## config.mk

```make
export PLATFORM = sky130hd
export DESIGN_NAME = comparator_2bit_df_flat
export DESIGN_NICKNAME = d
export VERILOG_FILES = /design/src/rtl/comparator_2bit_df_if.sv /design/src/rtl/comparator_2bit_df.sv /design/src/flat_wrapper.sv
export SDC_FILE = /design/constraint.sdc
export NUM_CORES = 1
export LEC_CHECK = 0
export CAP_MARGIN = 20
export CORE_UTILIZATION = 25
export CTS_CLUSTER_SIZE = 10
export DETAILED_ROUTE_END_ITERATION = 7
export GPL_TIMING_DRIVEN = 1
export HOLD_SLACK_MARGIN = 0.05
export PLACE_DENSITY_LB_ADDON = 0.12
export SYNTH_ARGS = -nofsm -noshare
export SYNTH_HDL_FRONTEND = slang
export SYNTH_SLANG_ARGS = --single-unit
```

## constraint.sdc

```tcl
create_clock -name clk -period 0.8 [get_ports clk]
set_input_delay 0.2 -clock clk [delete_from_list [all_inputs] [get_ports clk]]
set_output_delay 0.2 -clock clk [all_outputs]
set_load 0.03 [all_outputs]
```

## src/rtl/comparator_2bit_df_if.sv

```systemverilog
// Operand/result bundle for comparator_2bit_df.
// The master drives the operands; the slave (the comparator) returns flags, max, diff and counters.
interface comparator_2bit_df_if;
  logic [1:0] A;
  logic [1:0] B;
  logic       in_valid;
  logic       stat_clr;
  logic       A_gt_B;
  logic       A_eq_B;
  logic       A_lt_B;
  logic       out_valid;
  logic [1:0] max_val;
  logic [1:0] abs_diff;
  logic [7:0] gt_cnt;
  logic [7:0] eq_cnt;
  logic [7:0] lt_cnt;

  modport master (
    output A, B, in_valid, stat_clr,
    input  A_gt_B, A_eq_B, A_lt_B, out_valid, max_val, abs_diff, gt_cnt, eq_cnt, lt_cnt
  );

  modport slave (
    input  A, B, in_valid, stat_clr,
    output A_gt_B, A_eq_B, A_lt_B, out_valid, max_val, abs_diff, gt_cnt, eq_cnt, lt_cnt
  );
endinterface

```

## src/rtl/comparator_2bit_df.sv

```systemverilog
// Registered 2-bit unsigned comparator with max/|diff| outputs and optional saturating counters.
// Counters exist only when COMPARATOR_2BIT_DF_STATS_EN is defined; otherwise they read 0.
module comparator_2bit_df (
  input logic                  clk,
  input logic                  rst_n,
  comparator_2bit_df_if.slave  bus
);
  logic       w_gt;
  logic       w_eq;
  logic       w_lt;
  logic [1:0] w_max;
  logic [1:0] w_diff;

  logic       r_gt;
  logic       r_eq;
  logic       r_lt;
  logic       r_out_valid;
  logic [1:0] r_max;
  logic [1:0] r_diff;

  assign w_gt   = (bus.A > bus.B);
  assign w_eq   = (bus.A == bus.B);
  assign w_lt   = (bus.A < bus.B);
  assign w_max  = w_lt ? bus.B : bus.A;
  // Subtract smaller from larger so the 2-bit result never wraps.
  assign w_diff = w_lt ? (bus.B - bus.A) : (bus.A - bus.B);

  always_ff @(posedge clk or negedge rst_n) begin
    if (!rst_n) begin
      r_gt        <= 1'b0;
      r_eq        <= 1'b1;
      r_lt        <= 1'b0;
      r_out_valid <= 1'b0;
      r_max       <= 2'd0;
      r_diff      <= 2'd0;
    end else begin
      r_out_valid <= bus.in_valid;
      if (bus.in_valid) begin
        r_gt   <= w_gt;
        r_eq   <= w_eq;
        r_lt   <= w_lt;
        r_max  <= w_max;
        r_diff <= w_diff;
      end
    end
  end

  assign bus.A_gt_B    = r_gt;
  assign bus.A_eq_B    = r_eq;
  assign bus.A_lt_B    = r_lt;
  assign bus.out_valid = r_out_valid;
  assign bus.max_val   = r_max;
  assign bus.abs_diff  = r_diff;

`ifdef COMPARATOR_2BIT_DF_STATS_EN
  logic [2:0] w_hit;
  assign w_hit = {w_gt, w_eq, w_lt};

  // Index 0 = lt, 1 = eq, 2 = gt; clear wins over a same-edge increment.
  generate
    for (genvar gi = 0; gi < 3; gi++) begin : g_cnt
      logic [7:0] r_cnt;
      always_ff @(posedge clk or negedge rst_n) begin
        if (!rst_n) begin
          r_cnt <= 8'd0;
        end else if (bus.stat_clr) begin
          r_cnt <= 8'd0;
        end else if (bus.in_valid && w_hit[gi] && (r_cnt != 8'hFF)) begin
          r_cnt <= r_cnt + 8'd1;
        end
      end
    end
  endgenerate

  assign bus.lt_cnt = g_cnt[0].r_cnt;
  assign bus.eq_cnt = g_cnt[1].r_cnt;
  assign bus.gt_cnt = g_cnt[2].r_cnt;
`else
  logic w_unused_stat_clr;
  assign w_unused_stat_clr = bus.stat_clr;
  assign bus.gt_cnt = 8'd0;
  assign bus.eq_cnt = 8'd0;
  assign bus.lt_cnt = 8'd0;
`endif
endmodule

```

## src/flat_wrapper.sv

```systemverilog
// flat-port wrapper written by rule: the top's interface ports become plain ports
module comparator_2bit_df_flat 
  (clk, rst_n, bus_A, bus_B, bus_in_valid, bus_stat_clr, bus_A_gt_B, bus_A_eq_B, bus_A_lt_B, bus_out_valid, bus_max_val, bus_abs_diff, bus_gt_cnt, bus_eq_cnt, bus_lt_cnt);
  comparator_2bit_df_if bus_i ();
  input logic clk;
  input logic rst_n;
  input wire logic [$bits(bus_i.A)-1:0] bus_A;
  input wire logic [$bits(bus_i.B)-1:0] bus_B;
  input wire logic [$bits(bus_i.in_valid)-1:0] bus_in_valid;
  input wire logic [$bits(bus_i.stat_clr)-1:0] bus_stat_clr;
  output wire logic [$bits(bus_i.A_gt_B)-1:0] bus_A_gt_B;
  output wire logic [$bits(bus_i.A_eq_B)-1:0] bus_A_eq_B;
  output wire logic [$bits(bus_i.A_lt_B)-1:0] bus_A_lt_B;
  output wire logic [$bits(bus_i.out_valid)-1:0] bus_out_valid;
  output wire logic [$bits(bus_i.max_val)-1:0] bus_max_val;
  output wire logic [$bits(bus_i.abs_diff)-1:0] bus_abs_diff;
  output wire logic [$bits(bus_i.gt_cnt)-1:0] bus_gt_cnt;
  output wire logic [$bits(bus_i.eq_cnt)-1:0] bus_eq_cnt;
  output wire logic [$bits(bus_i.lt_cnt)-1:0] bus_lt_cnt;
  assign bus_i.A = bus_A;
  assign bus_i.B = bus_B;
  assign bus_i.in_valid = bus_in_valid;
  assign bus_i.stat_clr = bus_stat_clr;
  assign bus_A_gt_B = bus_i.A_gt_B;
  assign bus_A_eq_B = bus_i.A_eq_B;
  assign bus_A_lt_B = bus_i.A_lt_B;
  assign bus_out_valid = bus_i.out_valid;
  assign bus_max_val = bus_i.max_val;
  assign bus_abs_diff = bus_i.abs_diff;
  assign bus_gt_cnt = bus_i.gt_cnt;
  assign bus_eq_cnt = bus_i.eq_cnt;
  assign bus_lt_cnt = bus_i.lt_cnt;
  comparator_2bit_df u_core (.clk(clk), .rst_n(rst_n), .bus(bus_i));
endmodule
```

=== Yosys cells after proc, flatten, opt, wreduce, memory -nomap -nowiden ===
Index checks and enable logic that the tools add are counted.

* Logic and storage cells: 13
* Input bits: 8
* Register bits after elaboration: 8

* Muxes and demuxes: 2
* Equal/unequal tests: 1
* Add/subtract/negate cells: 2
* $lt $le $gt $ge: 2

{| class="wikitable"
|+ Operators by type and width
! operator !! count
|-
| 2-bit 2-to-1 mux || 2
|-
| 2-bit subtractor || 2
|-
| 2-bit == test || 1
|-
| 2-bit greater-than comparator || 1
|-
| 2-bit < comparator || 1
|}

=== Longest topological paths before layout ===
* Word-level depth: 2
* Depth in mapped cells: 5
* Gate-level depth less buffers: 5

=== Least setup slack after synthesis ===
OpenSTA, ideal clock, no wires.

* Path kind: input to register
* From: in bus_A[0]
* To: reg u_core.r_diff[1], in the netlist u_core.bus.abs_diff[1]
* Stages on the path: 5
* Arrival time: 1,258 ps
* Path buffers: 0
* Path slack: -538 ps
* Library setup time: 80 ps
* Data required time: 720 ps
* Cell sequence: inv_1 -> ha_1 -> fa_1 -> or3b_1 -> o211ai_2

* Cells in the longest elaborated chain, start to end: 2
* Elaborated cells between the ends (all ways): 4

{| class="wikitable"
|+ Ends and longest elaborated chain
! item !! RTL line !! RTL
|-
| from (decl) || flat_wrapper.sv:7 || <nowiki>input wire logic [$bits(bus_i.A)-1:0] bus_A;</nowiki>
|-
| 2-bit subtractor / 2-bit < comparator (equally long branches) || comparator_2bit_df.sv:26, comparator_2bit_df.sv:23 ||
|-
| 2-bit 2-to-1 mux (*) || comparator_2bit_df.sv:26 || <nowiki>assign w_diff = w_lt ? (bus.B - bus.A) : (bus.A - bus.B);</nowiki>
|-
| to (signal assigned) || comparator_2bit_df.sv:43 || <nowiki>r_diff <= w_diff;</nowiki>
|-
| to (decl) || comparator_2bit_df.sv:19 || <nowiki>logic [1:0] r_diff;</nowiki>
|}

Every way passes the cells marked *; elsewhere a longest branch is shown, timed or not.
A chain may end at the register's enable or synchronous reset.

=== Worst setup path in the final report ===
Same ends and word-level chain as after synthesis.

==> results_dict.tcl <==
set metrics [dict create \
    portBuffers 14 \
    syn2layout_area_growth_pct 52.3 \
    path_cells "buf_12 > inv_12 > ha_4 > fa_2 > or3b_1 > o211ai_2" \
    route.vias.total 408 \
    end_kind "flip-flop" \
    finalCritPeriodShare_pct 145 \
    grt_pass1_wl_um 1500 \
    rows 17 \
    grt_overflow 0 \
    worstPathRequired_ns 0.98 \
    clk_latency_ns 0.25 \
    slew_violations 0 \
    firstDrtPassIters 1 \
    wl_per_cell_um 7.83 \
    reg2reg_depth 4 \
    track_usage_pct 8.38 \
    via_per_inst 3.46 \
    r2r_slack_ns -0.04 \
    num_io_pins 40 \
    avgSynthCellArea_um2 9.80 \
    yosysSeqAreaShare_pct 33.7 \
    p_per_area_mw_per_mm2 1630 \
    min_period_ns 1.16 \
    initial_core_util_pct 26.8 \
    worstSetupPathType "in2reg" \
    grt_pass1_vias 361 \
    dp_hpwl_um 767 \
    setup_slack_ns -0.359 \
    drtIter0Drc 0 \
    rsz0062_at_grt "true" \
    n_fill_cell 245 \
    ys_warn_count 0 \
    fmax_ghz 0.863 \
    grt_max_degree 7 \
    cpPeakStageDelay_ns 0.45 \
    endpoint "u_core.bus.abs_diff[1]" \
    die_height_um 50.9 \
    timing.rr.start "u_core.bus.A_lt_B" \
    fin_skew_ns 0 \
    place_area_um2 762 \
    clkSlewWorstSetupHoldPaths_ns 0.06 \
    dieWidth_um 50.9 \
    power_uw 1490 \
    cts.sinks 8 \
    crit_family "adder cells" \
    synth-seq-cells 8 \
    cp.arrival_ns 1.34 \
    fin_area_um2 911 \
    drv_cap 0 \
    drtAntennaViolNets 0 \
    htreeDepth 1 \
    startpoint "bus_A[0]" \
    cp_num_cells 6 \
    cts_hold_buffers 0 \
    hold_path.class "in2async" \
    path_buf_inv 2 \
    drc 0 \
    p_leak_uw 0.000475 \
    drt_wl_total_um 924 \
    syn-cell-area_um2 598 \
    setup_viol_count_final 14 \
    violations "setup timing" \
    syn_inst 61 \
    reg2reg_to "u_core.bus.A_lt_B" \
    dieArea_mm2 0.00259 \
    core_area_mm2 0.00223 \
    cts_tree "done" \
    gpl.final_weighted_congestion 0.684 \
    status "complete, but fails checks" \
    cts-buffers-inserted 3 \
    layout-drive-gt1-share_pct 45.6 \
    vdd_drop_max_mv 0.833 \
    report.final.hold_viol_count 0 \
    critPathMaxFanout 2 \
    slowest_stage "fa_2" \
    final_util_pct 40.8 \
    clockBufferDepth 2 \
    crit_path_start_kind "input port" \
    antenna_found_initial 0 \
    cts-root-buf "clkbuf_4" \
    fin_nets 103 \
    antenna_cells 0 \
    ys_types 19 \
]
-- per-stage QoR --
| stage | hold WS [ns] | setup TNS [ns] | worst slack [ns] | instances |
|---|---|---|---|---|
| 6_report | 0.259 | -2.70 | -0.359 | 118 |
| 4_1_cts | 0.258 | -3.39 | -0.466 | 118 |
| 3_5_place_dp | 0.502 | -6.38 | -1.15 | 111 |
| 2_1_floorplan | -0.0956 | -1.45 | -0.490 | 84 |
| 5_1_grt | 0.277 | -3.10 | -0.382 | 118 |
| 3_3_place_gp | 0.501 | -6.37 | -1.15 | 111 |
-- layout make-up --
class / count / area, um^2 / area share [%]
inverters: 8 / 42.5 / 4.67
well taps: 28 / 35.0 / 3.85
multi-input cells: 43 / 338 / 37.1
flip-flops and latches: 8 / 201 / 22.1
repair buffers: 27 / 268 / 29.4
clock buffers: 4 / 26.3 / 2.88
-- flip-flops by register name (all words and copies together) (netlist names) --
name and count:
u_core.bus.A_gt_B 1, u_core.bus.abs_diff 2, u_core.bus.out_valid 1, u_core.bus.max_val 2
u_core.bus.A_lt_B 1, u_core.bus.A_eq_B 1
-- Yosys cell counts --
library cell   n  area (um^2)
conb_1         1         3.75
o22ai_1        1         6.26
nor2b_1        1         6.26
or3b_1         1         8.76
inv_1          8         30.0
o21ai_0        1         5.00
nor2_1         1         3.75
dfstp_2        1         26.3
o211ai_2       1         12.5
ha_1           3         37.5
nand2_1        1         3.75
fa_1           1         20.0
nand2b_1       2         12.5
dfrtp_1        7          175
buf_4         25          188
xnor2_1        1         8.76
a21oi_1        1         5.00
mux2_4         1         15.0
mux2i_1        3         30.0
-- timing repair --
item	CTS	global route
cloned	0	0
endpoints found under the setup margin	15	14
resized for setup	30	9
pin swaps	5	3
buffers inserted	3	2
hold endpoints to repair	0	0
-- metal layers --
metal | vias to the layer above | GRT usage (%) | wire, um
li1 | 196 | - | -
met1 | 186 | 8.91 | 353
met2 | 24 | 12.5 | 475
met3 | 2 | 4.76 | 80
met4 | 0 | 5.56 | 14
met5 | - | 0 | 0
-- placed cells by master, fill, tap and decap left out --
cell             Yosys  routed
buf_6                0      12
clkbuf_4             0       3
o21ai_2              0       1
clkbuf_1             0       1
xnor2_1              1       1
dfrtp_1              7       7
ha_4                 0       3
conb_1               1      24
inv_1                8       5
inv_12               0       1
mux2_4               1       1
or3b_1               1       1
fa_2                 0       1
buf_12               0       1
dlygate4sd2_1        0       2
nand2_4              0       1
clkdlybuf4s50_1      0       1
buf_4               25      10
nand2b_4             0       1
nand2b_1             2       1
o211ai_2             1       1
dfstp_2              1       1
mux2i_1              3       3
inv_2                0       2
clkdlybuf4s15_1      0       1
nor2_1               1       1
a21oi_1              1       1
nor2b_4              0       1
o22ai_2              0       1
-- cell families (layout without fill, tap and decap cells) --
| family | count (synthesis) | count (layout) | share of synthesized area (%) |
|---|---|---|---|
| xor gates and xnor gates | 1 | 1 | 1.46 |
| other | 1 | 24 | 0.627 |
| adders and majority gates | 4 | 4 | 9.62 |
| buffers and inverters | 33 | 39 | 36.4 |
| AOI/OAI and AO/OA | 4 | 4 | 4.81 |
| and+or+nand+nor | 6 | 6 | 5.86 |
| muxes | 4 | 4 | 7.53 |
| DFF | 8 | 8 | 33.7 |
-- report_power, final --
group / total, uW / internal, uW / switching, uW
logic: 658 / 274 / 384
clock network: 338 / 191 / 147
registers: 490 / 459 / 31.2
-- worst min path at each step --
stage	start	end	slack, ns	cells past startpoint
floorplan	rst_n	u_core.bus.A_gt_B	-0.1	0
global placement	u_core.bus.abs_diff[1]	u_core.bus.abs_diff[1]	0.50	2
detailed placement	u_core.bus.abs_diff[1]	u_core.bus.abs_diff[1]	0.50	2
CTS	rst_n	u_core.bus.abs_diff[0]	0.26	2
global route	bus_in_valid	u_core.bus.out_valid	0.28	1
finish	rst_n	u_core.bus.abs_diff[0]	0.26	2
(Power assumes the default switching activity.)
